`src/rtl/bridge_pkg.sv`:
```
`default_nettype none
// ============================================================================
//  Module      : bridge_pkg
//  Description : Shared constants and helpers for the system bridge and its
//                interrupt controller: window base addresses, IC register
//                word offsets, STAT bit positions and the IRQ line count.
//  Revision    : 1.0  initial release
// ============================================================================
package bridge_pkg;

  localparam int N_IRQ = 2;

  localparam logic [31:0] DEV0_BASE_DEF = 32'h0000_7f00;
  localparam logic [31:0] DEV1_BASE_DEF = 32'h0000_7f10;
  localparam logic [31:0] IC_BASE_DEF   = 32'h0000_7f20;

  // Upper 24 address bits of the device page; stores that miss every window
  // inside this page flag ERR.
  localparam logic [23:0] ERR_PAGE = 24'h00_007f;

  // IC register word offsets within the IC window
  localparam logic [1:0] IC_PEND = 2'd0;
  localparam logic [1:0] IC_MASK = 2'd1;
  localparam logic [1:0] IC_MODE = 2'd2;
  localparam logic [1:0] IC_STAT = 2'd3;

  // STAT field positions
  localparam int STAT_ERR_BIT = 8;
  localparam int STAT_ANY_BIT = 16;

  // Lowest-numbered active line wins; isolate the lowest set bit.
  function automatic logic [N_IRQ-1:0] prio_onehot(input logic [N_IRQ-1:0] act);
    return act & (~act + N_IRQ'(1));
  endfunction

endpackage
`default_nettype wire

```
`src/rtl/ic_line.sv`:
```
`default_nettype none
// ============================================================================
//  Module      : ic_line
//  Description : One interrupt line of the IC: input delay for edge detect,
//                MODE bit and PEND bit with write-1-to-clear.
//  Ports       : clk, reset      - clock, sync active-high reset
//                irq             - raw device interrupt
//                mode_we/mode_wd - MODE register write strobe / data bit
//                w1c             - clear request for PEND (write of a 1)
//                pend, mode      - current PEND and MODE bits
//  Revision    : 1.0  initial release
// ============================================================================
module ic_line (
  input  logic clk,
  input  logic reset,
  input  logic irq,
  input  logic mode_we,
  input  logic mode_wd,
  input  logic w1c,
  output logic pend,
  output logic mode
);

  logic irq_dly_q, irq_dly_d;
  logic pend_q, pend_d;
  logic mode_q, mode_d;
  logic w_rise;

  always_comb begin
    irq_dly_d = irq;
    mode_d    = mode_we ? mode_wd : mode_q;
    w_rise    = irq & ~irq_dly_q;
    if (mode_q) begin
      // Edge mode: a new rising edge beats a coincident clear.
      pend_d = w_rise | (pend_q & ~w1c);
    end else begin
      // Level mode: PEND tracks the input, so a clear cannot stick.
      pend_d = irq;
    end
  end

  always_ff @(posedge clk) begin
    if (reset) begin
      irq_dly_q <= 1'b0;
      pend_q    <= 1'b0;
      mode_q    <= 1'b0;
    end else begin
      irq_dly_q <= irq_dly_d;
      pend_q    <= pend_d;
      mode_q    <= mode_d;
    end
  end

  assign pend = pend_q;
  assign mode = mode_q;

endmodule
`default_nettype wire

```
`src/rtl/sys_bridge.sv`:
```
`default_nettype none
// ============================================================================
//  Module      : sys_bridge
//  Description : CPU-to-timer bridge with a two-line interrupt controller.
//                Decodes the CPU word address into two device windows and the
//                IC window, steers write enables and read data, and drives
//                HWInt from masked pending interrupts.
//  Ports       : clk, reset            - clock, sync active-high reset
//                PrAddr/PrWD/PrWE/PrRD - CPU memory-stage bus
//                HWInt                 - interrupt lines to CP0 ([1:0] used)
//                DEV_Addr/DEV_WD       - address/data forwarded to devices
//                DEV0_WE/DEV1_WE       - per-device write enables
//                DEV0_RD/DEV1_RD       - device read data
//                IRQ0/IRQ1             - raw device interrupts
//  Revision    : 1.0  initial release
// ============================================================================
module sys_bridge
  import bridge_pkg::*;
#(
  parameter logic [31:0] DEV0_BASE = DEV0_BASE_DEF,
  parameter logic [31:0] DEV1_BASE = DEV1_BASE_DEF,
  parameter logic [31:0] IC_BASE   = IC_BASE_DEF
) (
  input  logic        clk,
  input  logic        reset,
  input  logic [31:0] PrAddr,
  input  logic [31:0] PrWD,
  input  logic        PrWE,
  output logic [31:0] PrRD,
  output logic [5:0]  HWInt,
  output logic [31:0] DEV_Addr,
  output logic [31:0] DEV_WD,
  output logic        DEV0_WE,
  output logic        DEV1_WE,
  input  logic [31:0] DEV0_RD,
  input  logic [31:0] DEV1_RD,
  input  logic        IRQ0,
  input  logic        IRQ1
);

  localparam logic [29:0] DEV0_W = DEV0_BASE[31:2];
  localparam logic [29:0] DEV1_W = DEV1_BASE[31:2];
  localparam logic [29:0] IC_W   = IC_BASE[31:2];

  logic [29:0]      w_word;
  logic             w_sel0, w_sel1, w_selic, w_unmapped;
  logic [1:0]       w_ic_off;
  logic             w_ic_we;
  logic [N_IRQ-1:0] w_irq, w_w1c, w_pend, w_mode, w_act;
  logic             w_mode_we;
  logic [31:0]      w_stat;

  logic [N_IRQ-1:0] mask_q, mask_d;
  logic             err_q, err_d;

  // ---------------------------------------------------------------- decode
  assign w_word     = PrAddr[31:2];
  assign w_sel0     = (w_word >= DEV0_W) && (w_word <= DEV0_W + 30'd2);
  assign w_sel1     = (w_word >= DEV1_W) && (w_word <= DEV1_W + 30'd2);
  assign w_selic    = (w_word >= IC_W)   && (w_word <= IC_W + 30'd3);
  assign w_unmapped = !(w_sel0 || w_sel1 || w_selic);
  // Only the low two bits of the offset matter inside the 4-word window.
  assign w_ic_off   = w_word[1:0] - IC_W[1:0];
  assign w_ic_we    = PrWE && w_selic;

  assign DEV_Addr = PrAddr;
  assign DEV_WD   = PrWD;
  assign DEV0_WE  = PrWE && w_sel0;
  assign DEV1_WE  = PrWE && w_sel1;

  // ---------------------------------------------------------- IC lines
  assign w_irq     = {IRQ1, IRQ0};
  assign w_mode_we = w_ic_we && (w_ic_off == IC_MODE);
  assign w_w1c     = (w_ic_we && (w_ic_off == IC_PEND)) ? PrWD[N_IRQ-1:0] : '0;

  for (genvar i = 0; i < N_IRQ; i++) begin : g_line
    ic_line u_line (
      .clk     (clk),
      .reset   (reset),
      .irq     (w_irq[i]),
      .mode_we (w_mode_we),
      .mode_wd (PrWD[i]),
      .w1c     (w_w1c[i]),
      .pend    (w_pend[i]),
      .mode    (w_mode[i])
    );
  end

  // ------------------------------------------------------ MASK / ERR regs
  always_comb begin
    mask_d = mask_q;
    if (w_ic_we && (w_ic_off == IC_MASK)) begin
      mask_d = PrWD[N_IRQ-1:0];
    end
    err_d = err_q;
    // A stray store is never also a STAT write, so the order is immaterial.
    if (PrWE && w_unmapped && (PrAddr[31:8] == ERR_PAGE)) begin
      err_d = 1'b1;
    end else if (w_ic_we && (w_ic_off == IC_STAT)) begin
      err_d = 1'b0;
    end
  end

  always_ff @(posedge clk) begin
    if (reset) begin
      mask_q <= '0;
      err_q  <= 1'b0;
    end else begin
      mask_q <= mask_d;
      err_q  <= err_d;
    end
  end

  // ------------------------------------------- active lines, STAT, HWInt
  // PEND and MASK are both flops, so HWInt has no combinational IRQ path.
  assign w_act = w_pend & mask_q;
  assign HWInt = {{(6 - N_IRQ){1'b0}}, w_act};

  always_comb begin
    w_stat                = '0;
    w_stat[N_IRQ-1:0]     = prio_onehot(w_act);
    w_stat[STAT_ERR_BIT]  = err_q;
    w_stat[STAT_ANY_BIT]  = |w_act;
  end

  // ------------------------------------------------------------ read mux
  always_comb begin
    PrRD = '0;
    if (w_sel0) begin
      PrRD = DEV0_RD;
    end else if (w_sel1) begin
      PrRD = DEV1_RD;
    end else if (w_selic) begin
      case (w_ic_off)
        IC_PEND: PrRD = {{(32 - N_IRQ){1'b0}}, w_pend};
        IC_MASK: PrRD = {{(32 - N_IRQ){1'b0}}, mask_q};
        IC_MODE: PrRD = {{(32 - N_IRQ){1'b0}}, w_mode};
        default: PrRD = w_stat;
      endcase
    end
  end

endmodule
`default_nettype wire

```
`config.mk`:
```
export PLATFORM = sky130hd
export DESIGN_NAME = sys_bridge
export DESIGN_NICKNAME = d
export VERILOG_FILES = /design/src/rtl/bridge_pkg.sv /design/src/rtl/ic_line.sv /design/src/rtl/sys_bridge.sv
export SDC_FILE = /design/constraint.sdc
export NUM_CORES = 1
export LEC_CHECK = 0
export CAP_MARGIN = 20
export CORE_AREA = 2 2 92 94
export CTS_CLUSTER_SIZE = 30
export DETAILED_ROUTE_END_ITERATION = 7
export DIE_AREA = 0 0 94 96
export GPL_TIMING_DRIVEN = 1
export HOLD_SLACK_MARGIN = 0.06
export PLACE_DENSITY = 0.71
export SLEW_MARGIN = 20
export SYNTH_ARGS = -nofsm -noshare
export SYNTH_HDL_FRONTEND = slang
export SYNTH_SLANG_ARGS = --single-unit
```
`constraint.sdc`:
```
create_clock -name clk -period 3.31 [get_ports clk]
set_input_delay 0.662 -clock clk [delete_from_list [all_inputs] [get_ports clk]]
set_output_delay 0.662 -clock clk [all_outputs]
set_load 0.03 [all_outputs]
```
==> out/qor.yml <==
syn_avg_cell_area_um2: 7.823
instances_no_fill: 438
ir_worst_vdd_v: 0.0001578
worst_skew_pair.late_latency_ns: 0.23
vias_per_cell: 4.390
antenna_found_initial: 0
cpMaxStageDelayCell: "clkdlybuf4s50_1"
synthArstFlopShare_pct: 0
path_buf_inv: 5
final.fill_count: 806
wl_per_cell_um: 15.73
clk_pin_slew_ns: 0.04
clkPwrFrac_pct: 25.8
fin_crit_sh_pct: 97.09
io_pins: 237
skew_ns: 0.001011
synth-seq-area-share_pct: 11.40
path_max_fanout: 17
critPathLaunchType: "primary input"
seq_power_share_pct: 23.2
cts_buffers: 3
final.min_clock_period_ns: 3.214
dieArea_um2: 9024
status: "complete, no violations"
fin_nets: 467
synth_top_area_cell: "buf_4"
final_cell_area_um2: 3284
cts_tree: "built"
cpLargestDelayFamily: "buffers and inverters"
timing.hold.ws_ns: 0.5306
grt_pass1_wl_um: 9735
switching_share_pct: 30.18
cts.path.max_buffers: 2
num_rows: 33
critPathCaptureType: "output pin"
cts_hold_buf: 0
dp.cells: 423
via_count: 1923
crit_arrival_ns: 2.55
drt_iter0_markers: 70
place_congestion: 0.8474
cts_sinks: 9
firstDrtPassIters: 4
syn2layout_area_growth_pct: 107.8
grt_max_degree: 34
timing.fmax_mhz: 311.2
cts_root_buf: "clkbuf_8"
ys.flop_type: "dfxtp_1"
place_area_um2: 3008
maxCapViolations: 0
core_um2: 8051
grt_overflow: 0
post-dp-hpwl_um: 5380
holdCritPathClass: "reg -> reg"
drive_gt1_share_pct: 30.63
drc: 0
setup_violations: 0
slew_violations: 0
critical_path.max_stage_delay_ns: 0.42
htree_levels: 1
worst-setup-path-type: "in -> out"
grt_pass1_vias: 1886
ant_nets: 0
cp_cell_sequence: "clkdlybuf4s50_1 > buf_4 > a211o_1 > nor4b_4 > buf_4 > buf_16 > a22o_1 > buf_6"
setup_tns_ns: 0
ys_types: 40
synth_most_common_cell: "buf_4"
power.internal_mw: 0.3405
syn_area_um2: 1580
antenna_cells: 0
switchingPower_mw: 0.1472
synth.ff_latch_count: 9
start_util_pct: 19.63
hold_violations: 0
p_leak_nw: 1.370
synth_area_leaders: "buf_4 (32%), a22o_1 (16%), dfxtp_1 (11%)"
yosys_warnings: 0
final_core_util_pct: 40.79
totalWireLength_um: 6889
powerDensity_nw_per_um2: 148.5
synthTopCellsByCount: "buf_4 (68), a22o_1 (29), nand2_1 (15), dfxtp_1 (9), nor2_1 (9)"
syn_inst: 202
cp.required_ns: 2.65
grt_util_all_layers_pct: 13.64
cpMostUsedCell: "buf_4"
die_h_um: 96
fp.dieW_um: 94
p_comb_share_pct: 51.1
port_buffers: 168
synth_edf_count: 0
netlist.area_leader.share_pct: 32.30
cells by family (layout without fill, tap and decap cells):
family / after synthesis / in the layout / synth area share [%]
other: 1 / 4 / 0.2373
buffers and inverters: 83 / 211 / 36.58
AO/OA/AOI/OAI: 49 / 49 / 28.90
flip-flops: 9 / 9 / 11.40
multiplexers: 6 / 6 / 3.801
AND/OR/NAND/NOR: 54 / 54 / 19.08
path summary, 6_finish.rpt:
kind	start	end	slack [ns]	cells after the start
max	PrAddr[2]	PrRD[21]	0.1	8
min	mask_q[1]$_SDFFE_PP0P_	mask_q[1]$_SDFFE_PP0P_	0.53	2
max reg2reg	g_line[1].u_line.mode$_SDFFE_PP0P_	g_line[1].u_line.pend$_SDFF_PP0_	2.26	4
min reg2reg	mask_q[1]$_SDFFE_PP0P_	mask_q[1]$_SDFFE_PP0P_	0.53	2
worst reg2reg max path: cells and delay by family (launching register included):
family	cells	cell delay (ns)
DFF	1	0.37
AOI/OAI and AO/OA	1	0.36
and+or+nand+nor	3	0.20
routing by layer:
| layer | share of wire (%) | global-route usage [%] |
|---|---|---|
| met1 | 36 | 15.48 |
| met2 | 54 | 26.19 |
| met4 | 0.60 | 2.536 |
| met5 | 0 | 0 |
| met3 | 9.1 | 3.054 |
per-stage QoR:
| step | power, mW | worst slack, ns |
|---|---|---|
| 2_1_floorplan | 0.2875 | 0.2586 |
| 3_3_place_gp | 0.3661 | -0.2553 |
| 3_5_place_dp | 0.3675 | -0.3237 |
| 4_1_cts | 0.4958 | 0.001347 |
| 5_1_grt | 0.5164 | -0.001155 |
| 6_report | 0.4877 | 0.09639 |
timing repair:
item                                    in CTS  in global routing
gates resized for setup                     61                 35
gates cloned                                 3                  0
pin swaps                                   16                 14
setup buffers                                9                  2
endpoints found under the setup margin      34                 34
cell usage in the layout (no fill, tap or decap), types with 2 or more instances in the layout:
cell type / n
clkdlybuf4s15_1: 4
buf_4: 39
dlymetal6s2s_1: 8
nor2b_1: 2
o21ai_0: 2
a21oi_1: 4
clkbuf_2: 10
buf_6: 21
nand4_1: 2
buf_12: 7
nand3_1: 2
clkbuf_8: 3
dfxtp_1: 9
a2111oi_4: 2
clkdlybuf4s50_1: 106
nand2b_1: 2
o41a_1: 2
conb_1: 4
nor2_1: 8
buf_16: 2
mux2i_1: 6
a22o_1: 29
nor4_2: 3
nand2_1: 15
or3_4: 2
nor3_1: 5
dlygate4sd2_1: 3
inv_1: 5
and2_1: 4
registers in the layout, indices dropped and copies added (netlist names):
signal                   cells
err_q                        1
mask_q                       2
g_line.u_line.irq_dly_q      2
g_line.u_line.mode           2
g_line.u_line.pend           2
power by group through the flow:
| stage | clock [mW] | combinational (mW) | sequential (mW) |
|---|---|---|---|
| 2_1_floorplan | 0 | 0.173 | 0.114 |
| 3_3_place_gp | 0 | 0.252 | 0.115 |
| 3_5_place_dp | 0 | 0.253 | 0.115 |
| 4_1_cts | 0.132 | 0.251 | 0.113 |
| 5_1_grt | 0.140 | 0.264 | 0.113 |
| 6_report | 0.126 | 0.249 | 0.113 |
final cells by class:
cell class	count	area, um2	area share, %
Multi-Input combinational cell	113	890.9	27.12
Tap cell	105	131.4	4.000
Sequential cell	9	180.2	5.486
Clock buffer	4	45.04	1.371
Timing Repair Buffer	202	2018	61.45
Inverter	5	18.77	0.5714
(Power assumes the default switching activity.)
